$ cat src/rtl/if_id_buffer.sv
// IF/ID decoupling stage: small circular FIFO of {PC, instruction} pairs with valid/ready on both sides.
// Optional macro IF_ID_BUBBLE_NOP_EN: drive NOP_INST on id_inst whenever id_valid is low.
module if_id_buffer #(
    parameter int                   DataWidth = 32,
    parameter int                   DEPTH     = 2,
    parameter logic [DataWidth-1:0] NOP_INST  = DataWidth'(32'h0000_0013)
) (
    input  logic                 clock,
    input  logic                 reset,
    input  logic                 flush,
    input  logic                 if_valid,
    input  logic [DataWidth-1:0] if_pc,
    input  logic [DataWidth-1:0] if_inst,
    output logic                 if_ready,
    input  logic                 id_ready,
    output logic                 id_valid,
    output logic [DataWidth-1:0] id_pc,
    output logic [DataWidth-1:0] id_inst,
    output logic [DataWidth-1:0] id_pc_plus4
);

    localparam int PW = (DEPTH > 1) ? $clog2(DEPTH) : 1;
    localparam int CW = $clog2(DEPTH + 1);

`ifdef IF_ID_BUBBLE_NOP_EN
    localparam bit BUBBLE_NOP = 1'b1;
`else
    localparam bit BUBBLE_NOP = 1'b0;
`endif
    localparam logic [DataWidth-1:0] EMPTY_INST = NOP_INST & {DataWidth{BUBBLE_NOP}};

    logic [DataWidth-1:0] pc_q   [DEPTH];
    logic [DataWidth-1:0] inst_q [DEPTH];

    logic [PW-1:0] rd_ptr_q, rd_ptr_d;
    logic [PW-1:0] wr_ptr_q, wr_ptr_d;
    logic [CW-1:0] count_q, count_d;

    logic push;
    logic pop;
    logic full;

    // Ready depends only on the registered count, never on id_ready.
    assign full     = (count_q == CW'(DEPTH));
    assign if_ready = !full;
    assign id_valid = (count_q != '0);

    assign push = if_valid && if_ready;
    assign pop  = id_valid && id_ready;

    always_comb begin
        rd_ptr_d = rd_ptr_q;
        wr_ptr_d = wr_ptr_q;
        count_d  = count_q;
        if (flush) begin
            rd_ptr_d = '0;
            wr_ptr_d = '0;
            count_d  = '0;
        end else begin
            if (push) begin
                wr_ptr_d = (wr_ptr_q == PW'(DEPTH - 1)) ? '0 : wr_ptr_q + PW'(1);
            end
            if (pop) begin
                rd_ptr_d = (rd_ptr_q == PW'(DEPTH - 1)) ? '0 : rd_ptr_q + PW'(1);
            end
            count_d = count_q + CW'(push) - CW'(pop);
        end
    end

    always_ff @(posedge clock) begin
        if (!reset) begin
            rd_ptr_q <= '0;
            wr_ptr_q <= '0;
            count_q  <= '0;
        end else begin
            rd_ptr_q <= rd_ptr_d;
            wr_ptr_q <= wr_ptr_d;
            count_q  <= count_d;
        end
    end

    // Payload storage is never reset; stale data is masked at the outputs.
    always_ff @(posedge clock) begin
        if (reset && !flush && push) begin
            pc_q[wr_ptr_q]   <= if_pc;
            inst_q[wr_ptr_q] <= if_inst;
        end
    end

    always_comb begin
        id_pc   = '0;
        id_inst = EMPTY_INST;
        if (id_valid) begin
            id_pc   = pc_q[rd_ptr_q];
            id_inst = inst_q[rd_ptr_q];
        end
    end

    assign id_pc_plus4 = id_pc + DataWidth'(4);

endmodule

$ cat config.mk
export PLATFORM = sky130hd
export DESIGN_NAME = if_id_buffer
export DESIGN_NICKNAME = d
export VERILOG_FILES = /design/src/rtl/if_id_buffer.sv
export SDC_FILE = /design/constraint.sdc
export NUM_CORES = 1
export LEC_CHECK = 0
export ABC_AREA = 1
export BUFFER_PORTS_ARGS = -buffer_cell sky130_fd_sc_hd__buf_2
export CORE_ASPECT_RATIO = 1.75
export CORE_UTILIZATION = 49
export CTS_CLUSTER_DIAMETER = 100
export DETAILED_ROUTE_END_ITERATION = 6
export GPL_ROUTABILITY_DRIVEN = 0
export PLACE_DENSITY = 0.76
export SLEW_MARGIN = 15
export SYNTH_ARGS = -nofsm -noshare
export SYNTH_HDL_FRONTEND = slang
export SYNTH_SLANG_ARGS = --single-unit
export TNS_END_PERCENT = 50
$ cat constraint.sdc
create_clock -name clock -period 6.75 [get_ports clock]
set_input_delay 0 -clock clock [delete_from_list [all_inputs] [get_ports clock]]
set_output_delay 0 -clock clock [all_outputs]
set_load 0.01 [all_outputs]
Yosys cells after proc, flatten, opt, wreduce, memory -nomap -nowiden:

Memories as Yosys holds them, arrays and structs flattened. A register that Yosys moved wholly into a read port is not among the register bits.
Index checks and enable logic that the tools add are counted.

* equal/unequal tests: 1
* reduce and logical (&&, ||, !) cells: 8
* add/sub/neg operators: 5
* muxes and demuxes: 10
* bitwise logic cells: 1

Operator list (number)
* 32-bit 2-to-1 mux: 2
* 32-bit by 3-bit adder with 32-bit output (second input constant): 1
* 1-bit 2-to-1 mux: 8
* 1-bit logical AND: 4
* 1-bit adder (second input constant): 2
* 2-bit by 1-bit adder with 2-bit output: 1
* 2-bit equality test (second input constant): 1
* 1-bit logical NOT: 2
* 2-bit nonzero test: 1
* 2-bit OR reduction: 1
* 2-bit by 1-bit subtractor with 2-bit output: 1
* 1-bit NOT: 1

* logic and storage cells: 30
* memories: 2
* output and inout port bits: 98
* register bits after elaboration: 4
* bits in writable memories: 128

Memory list
* inst_q: words 2, bits a word 32, read ports 1, clocked after memory_dff 1, wr ports 1, line 33 `logic [DataWidth-1:0] inst_q [DEPTH];`
* pc_q: words 2, bits a word 32, read ports 1, clocked after memory_dff 1, wr ports 1, line 32 `logic [DataWidth-1:0] pc_q [DEPTH];`

Depth between registers and ports, before layout:

Gate-level depths: netlist of the first run.

* depth after elaboration: 6
* gate-level depth with buffers: 15
* mapped depth without buffers: 13

Worst setup path before layout of the first run:

OpenSTA, ideal clock, no wires.

* path kind: reg-to-reg
* start point: register count_q[0]
* end point: memory inst_q[1][0], enable pin
* library setup time: 0.565 ns
* period minus slack after synthesis: 5.576 ns
* stages on the path, launching flop included: 5
* slack: 1.174 ns
* arrival time: 5.011 ns
* data required time: 6.185 ns
* cells stage by stage: dfxtp_1 inv_1 nand2_1 nand2_1 nor3_1

* word-level cells in the longest chain between the ends: 6

Ends and longest elaborated chain
* start: declaration: line 37 `logic [CW-1:0] count_q, count_d;`
* start signal: assignment: line 78 `count_q <= count_d;`
* 2-bit equality test: line 44 `assign full = (count_q == CW'(DEPTH));`
* 1-bit logical NOT: line 45 `assign if_ready = !full;`
* net if_ready: line 14 `output logic if_ready,`
* 1-bit logical AND: line 48 `assign push = if_valid && if_ready;`
* 1-bit logical AND: line 84 `if (reset && !flush && push) begin`
* 1-bit 2-to-1 mux: line 84
* 1-bit 2-to-1 mux (not written as such): line 86 `inst_q[wr_ptr_q] <= if_inst;`
* end: declaration: line 33

The timed path passes the listed nets, and every way through them passes these cells.

==> out/metrics.cfg, run 1 <==
[setup_path]
startpoint_type = flop
crit_arrival_ps = 3610
reg2reg_slack_ps = 3980
crit_required_ps = 6750
cp-end-kind = output port
critPathKind = reg2out
cp_max_fo = 65
rr_worst_depth = 9
rr_endpoint = count_q[1]
r2r_start = count_q[1]

[timing]
skew_ps = 11.28
hold_viol_final = 0
period_share_pct = 53.51
slew_headroom_pct = 26.96
grt_setup_unrepaired = no
clock.fmax_mhz = 276.9
tightest_slew_ps = 1094
setup_viol = 0
slew_viol_final = 0
final.setup.tns_ps = 0
fin_crit_ps = 3612

[clock_tree]
clk_latency_ps = 410
post-cts-setup-buffer-count = 0
clk_pin_slew_worst_paths_ps = 50
cts_tree = done
clockRootBuffer = clkbuf_16
htree_levels = 4
clock_sinks = 133
clockBufferDepth = 2
cts_made_buffers = 17

[power_and_ir_drop]
swShare_pct = 21.56
power_density_mw_per_mm2 = 254.6
pwr-share-seq_pct = 43.8
clkPwrFrac_pct = 46.5
power_switching_uw = 456.3
power_leakage_uw = 0.003740
intPower_uw = 1660
combPwrFrac_pct = 9.6
vdd_drop_max_mv = 0.3598

[placement]
placed_cell_area_mm2 = 0.007017
hpwlAfterDp_um = 10190
portBuffers = 166

[layout]
mostFrequentLayoutCells = nand2_1 (251), buf_2 (166), edfxtp_1 (128), dlygate4sd3_1 (66), nor2_1 (45)
diodes = 0
drive_above_1_share_pct = 25.73
nNetsFinal = 919
syn_to_final_growth_pct = 36.40
fin_area_mm2 = 0.008313
final_common_cell = nand2_1
fillerInstances = 939
final_util_pct = 68.88

[synth]
synth_top_area_share_pct = 63.07
syn_nets = 688
yosys_register_bits = 133
synth.yosys.seq_area_share_pct = 64.71
synth_warnings = 0
synth_area_leader_cell = edfxtp_1
synth.avg_cell_area_um2 = 9.894
synthesis.area_mm2 = 0.006095
ys_types = 25
syn_inst = 616
synth.area.top_cells = edfxtp_1 (63%), nand2_1 (15%), nand3_1 (3.3%)

[route]
route.antenna.remaining_nets = 0
initialDrtViolationCount = 280
post-route-drc-count = 0
avgRoutedWirePerCell_um = 15.31
vias = 5124
wl_um = 15680
dr.pass1.iters = 5
avgViaCountPerCell = 5.004

[global_route]
grt_pass1_wl_um = 24230
grt_antenna_before_repair = 0
grt_max_degree = 66
gr-total-overflow = 0
grt_usage_pct = 25.32
grt_pass1_vias = 5015

[floorplan]
rows = 53
die_area_mm2 = 0.01291
die_w_um = 86.31
core_mm2 = 0.01207
initial_utilization_pct = 50.50
die_h_um = 149.5
io_pins = 167

[flow_run]
maxCapViolCount = 0

[hold_path]
min_path_type = in2reg
whs_path_depth = 3
hold_path_startpoint = reset

[outcome]
status = completed

[metal layers]
metal  vias up  GRT usage [%]  share of wire, %
li1       2475              -                 -
met4         0          16.67               5.4
met5         -              0                 0
met2       256          46.67                55
met3        61          5.130               5.3
met1      2332          25.06                34
[critical path: stages, from the launching register on]
cell,delay (ps)
dfxtp_2,300
buf_4,320
inv_2,890
nor2_1,90
nor2_1,150
nand2_2,110
inv_1,140
ha_1,240
inv_1,110
nor2_2,240
inv_2,90
nor2_2,200
xor2_1,160
buf_2,140
[logic make-up (layout without fill, tap and decap cells)]
logic type	after synthesis	count (layout)	synth area share (%)
AND/OR/NAND/NOR	356	356	23.86
flip-flops	133	133	64.71
buffers and inverters	71	314	5.543
AO/OA/AOI/OAI	38	38	3.120
XOR/XNOR	15	15	2.156
adder cells (fa/ha/maj)	3	3	0.6160
[cells in the mapped netlist]
master and instances:
buf_2 4, nand3_1 40, buf_8 1, buf_6 4, nand3_2 2, dfxtp_1 5, xnor2_1 1, nand2_2 3
buf_4 6, or2_1 1, or2_2 2, inv_4 1, edfxtp_1 128, nor3_1 2, buf_1 5, nor2_2 6
ha_1 3, nand2_1 251, xor2_1 14, clkbuf_1 4, inv_2 2, a21oi_1 38, nor2_1 46, nor2_4 3
inv_1 44
[sequential cells by signal, summed over array words and instances (netlist names), named ones only]
register / flops
rd_ptr_q: 1
pc_q: 64
count_q: 2
inst_q: 64
wr_ptr_q: 1
[area by class of cell]
class / instances / area, um^2 / area share (%)
multi-input combinational: 412 / 1826 / 21.96
clock inverter: 13 / 206.4 / 2.483
timing repair buffer: 236 / 1521 / 18.30
sequential: 133 / 3945 / 47.46
tap: 165 / 206.4 / 2.483
clock buffer: 18 / 429.2 / 5.163
inverter: 47 / 178.9 / 2.152
[worst max-delay path by stage]
| stage | from | end | slack [ps] | cells past startpoint |
|---|---|---|---|---|
| 2_1_floorplan | count_q[0] | inst_q[1][0] | 1170 | 4 |
| 3_3_place_gp | flop | id_pc_plus4[30] | 3700 | 15 |
| 3_5_place_dp | flop | id_pc_plus4[14] | 3570 | 13 |
| 4_1_cts | flop | id_pc_plus4[14] | 3120 | 13 |
| 5_1_grt | flop | id_pc_plus4[14] | 2820 | 13 |
| 6_report | flop | id_pc_plus4[14] | 3140 | 13 |
[metrics by stage]
stage | power [uW] | setup WS [ps] | hold slack [ps] | cells
3_3_place_gp | 1111 | 3699 | 187.5 | 927
6_report | 2117 | 3138 | 52.43 | 1024
4_1_cts | 2123 | 3119 | 35.24 | 1024
3_5_place_dp | 1117 | 3571 | 191.1 | 927
2_1_floorplan | 1045 | 1174 | 98.87 | 616
5_1_grt | 2180 | 2825 | 91.90 | 1024
[timing repair]
item                       4_1_cts  5_1_grt
setup endpoints to repair        0        0
gates resized for setup          0        0
hold buffers                    66        0
hold endpoints to repair       131        0
[power groups by stage]
| stage | sequential (uW) | combinational (uW) | clock [uW] |
|---|---|---|---|
| floorplan | 946 | 98.8 | 0 |
| finish | 928 | 204 | 984 |
| detailed placement | 945 | 172 | 0 |
| CTS | 928 | 203 | 992 |
| global placement | 944 | 167 | 0 |
| global route | 929 | 224 | 1030 |
No activity file was read; power rests on OpenSTA's default activity.
==> run 2: changes to the inputs <==
clock period = 3.4 ns   (was 6.75 ns; I/O delays follow)
==> out/metrics.cfg, run 2 (synthesis results as in run 1) <==
[outcome]
status = completed  ; unchanged

[timing]
tightest_slew_ps = 857.5  ; was 1094 ps
fin_crit_ps = 2833
hold_viol_final = 0  ; unchanged
clock.fmax_mhz = 353.0
slew_headroom_pct = 42.84  ; was 26.96%
grt_setup_unrepaired = no  ; unchanged
setup_viol = 0  ; unchanged
period_share_pct = 83.31
slew_viol_final = 0  ; unchanged
skew_ps = 8.416  ; was 11.28 ps
final.setup.tns_ps = 0  ; unchanged

[setup_path]
rr_endpoint = count_q[1]  ; unchanged
startpoint_type = flop  ; unchanged
cp-end-kind = output port  ; unchanged
cp.depth = 14  ; was 13
rr_worst_depth = 9  ; unchanged
slowest_stage = dfxtp_2  ; was inv_2
critPathKind = reg2out  ; unchanged
cpPeakStageDelay_ps = 420  ; was 890 ps
reg2reg_slack_ps = 1340  ; was 3980 ps
r2r_start = count_q[1]  ; unchanged
cp_cell_sequence = inv_2, nor2_1, nor2_1, nand2_2, inv_1, ha_1, inv_1, nor2_2, inv_2, nor2_2, nand2_1, nand2_1, nand2_1, buf_2  ; was buf_4, inv_2, nor2_1, nor2_1, nand2_2, inv_1, ha_1, inv_1, nor2_2, inv_2, nor2_2, xor2_1, buf_2
cp_max_fo = 20  ; was 65
path_buf_inv = 5  ; was 6
crit_end = id_pc_plus4[30]  ; was id_pc_plus4[14]
crit_required_ps = 3400  ; was 6750 ps
cp_top_family = simple AND/OR/NAND/NOR gates  ; was buffers and inverters
crit_arrival_ps = 2830  ; was 3610 ps
cp_common_cell = nand2_1

[floorplan]
die_area_mm2 = 0.01291  ; unchanged
die_w_um = 86.31  ; unchanged
rows = 53  ; unchanged
die_h_um = 149.5  ; unchanged
io_pins = 167  ; unchanged
initial_utilization_pct = 50.50  ; unchanged
core_mm2 = 0.01207  ; unchanged

[layout]
largestRegisters = inst_q (64), pc_q (64), count_q (2)  ; unchanged
final_common_cell = nand2_1  ; unchanged
nNetsFinal = 921  ; was 919
final_util_pct = 68.87  ; was 68.88%
diodes = 0  ; unchanged
fin_cells = 1026  ; was 1024
mostFrequentLayoutCells = nand2_1 (251), buf_2 (166), edfxtp_1 (128), dlygate4sd3_1 (66), nor2_1 (45)  ; unchanged
syn_to_final_growth_pct = 36.38  ; was 36.40%
drive_above_1_share_pct = 26.02  ; was 25.73%

[route]
wl_um = 15420  ; was 15680 um
avgRoutedWirePerCell_um = 15.03  ; was 15.31 um
dr.pass1.iters = 5  ; unchanged
post-route-drc-count = 0  ; unchanged
vias = 5060  ; was 5124
avgViaCountPerCell = 4.932  ; was 5.004
route.antenna.remaining_nets = 0  ; unchanged
initialDrtViolationCount = 243  ; was 280

[placement]
portBuffers = 166  ; unchanged
placed_cells = 929  ; was 927
hpwlAfterDp_um = 10580  ; was 10190 um

[power_and_ir_drop]
pwr-share-seq_pct = 45.2  ; was 43.8%
swShare_pct = 22.55  ; was 21.56%
power_density_mw_per_mm2 = 491.1  ; was 254.6 mW/mm^2
intPower_uw = 3162  ; was 1660 uW
clkPwrFrac_pct = 44.9  ; was 46.5%
combPwrFrac_pct = 9.9  ; was 9.6%
power_switching_uw = 920.3  ; was 456.3 uW
vdd_drop_max_mv = 0.4485  ; was 0.3598 mV
power_leakage_uw = 0.003727  ; was 0.003740 uW

[clock_tree]
clk_pin_slew_worst_paths_ps = 60  ; was 50 ps
clock_sinks = 133  ; unchanged
clk_latency_ps = 410  ; about the same
cts_made_buffers = 17  ; unchanged
htree_levels = 4  ; unchanged
clockRootBuffer = clkbuf_16  ; unchanged
clockBufferDepth = 2  ; unchanged
post-cts-setup-buffer-count = 0  ; unchanged
cts_tree = done  ; unchanged

[global_route]
grt_antenna_before_repair = 0  ; unchanged
gr-total-overflow = 0  ; unchanged
grt_usage_pct = 24.92  ; was 25.32%
grt_max_degree = 65  ; was 66
grt_pass1_wl_um = 23890  ; was 24230 um
grt_pass1_vias = 5131  ; was 5015

[hold_path]
whs_path_depth = 4  ; was 3
min_path_type = in2reg  ; unchanged

[flow_run]
maxCapViolCount = 0  ; unchanged

==> run 2: cell types whose count changed in the layout (fill, tap and decap cells not counted), sizes merged <==
cell	previous run	this run
buf	170	172
clkinv	6	0
inv	48	52
bufinv	5	3
clkinvlp	1	5
==> run 2: what timing repair did <==
action                                  CTS  global route
endpoints found under the setup margin    0             0
gates resized for setup                   0             0
endpoints found under the hold margin   131             0
hold buffers                             66             0
==> run 2: layout make-up <==
class                   instances  area, um^2
flip-flops and latches        133        3945
fillers                       925        3757
multi-input cells             412        1832
repair buffers                238        1549
clock buffers                  18       429.2
well taps                     165       206.4
inverters                      47       178.9
clock inverters                13       171.4
==> run 2: worst min path at each step <==
stage,from,end
global route,reset,count_q[0]
CTS,reset,flop
finish,flush,wr_ptr_q
global placement,if_inst[2],inst_q[0][2]
detailed placement,if_inst[12],inst_q[1][12]
floorplan,if_inst[0],inst_q[0][0]
==> run 2: routing by layer <==
layer / share of wire (%) / track usage (%) / vias to the layer above
met3: 5.0 / 4.799 / 51
met1: 36 / 24.77 / 2311
li1: - / - / 2481
met4: 4.7 / 15.00 / 0
met2: 55 / 46.67 / 217
met5: 0 / 0 / -
==> run 2: power by group through the flow <==
stage / clock network, uW / registers, uW / logic (uW)
floorplan: 0 / 1880 / 198
global placement: 0 / 1880 / 333
detailed placement: 0 / 1880 / 342
CTS: 1860 / 1840 / 403
global route: 1920 / 1850 / 443
finish: 1830 / 1840 / 405
==> run 2: metrics by stage <==
step / power [uW] / hold slack (ps) / setup slack (ps) / cell area (um^2)
floorplan: 2073 / 98.87 / 632.8 / 6108
global placement: 2210 / 188.3 / 1140 / 7051
detailed placement: 2220 / 191.0 / 1025 / 7051
CTS: 4108 / 81.11 / 580.1 / 8312
global route: 4210 / 131.4 / 348.7 / 8312
finish: 4082 / 101.8 / 567.4 / 8312
==> run 2: tightest hold or removal path, stage by stage <==
cell	delay (ps)
buf_2	70
inv_1	30
nand2_1	280
a21oi_1	70
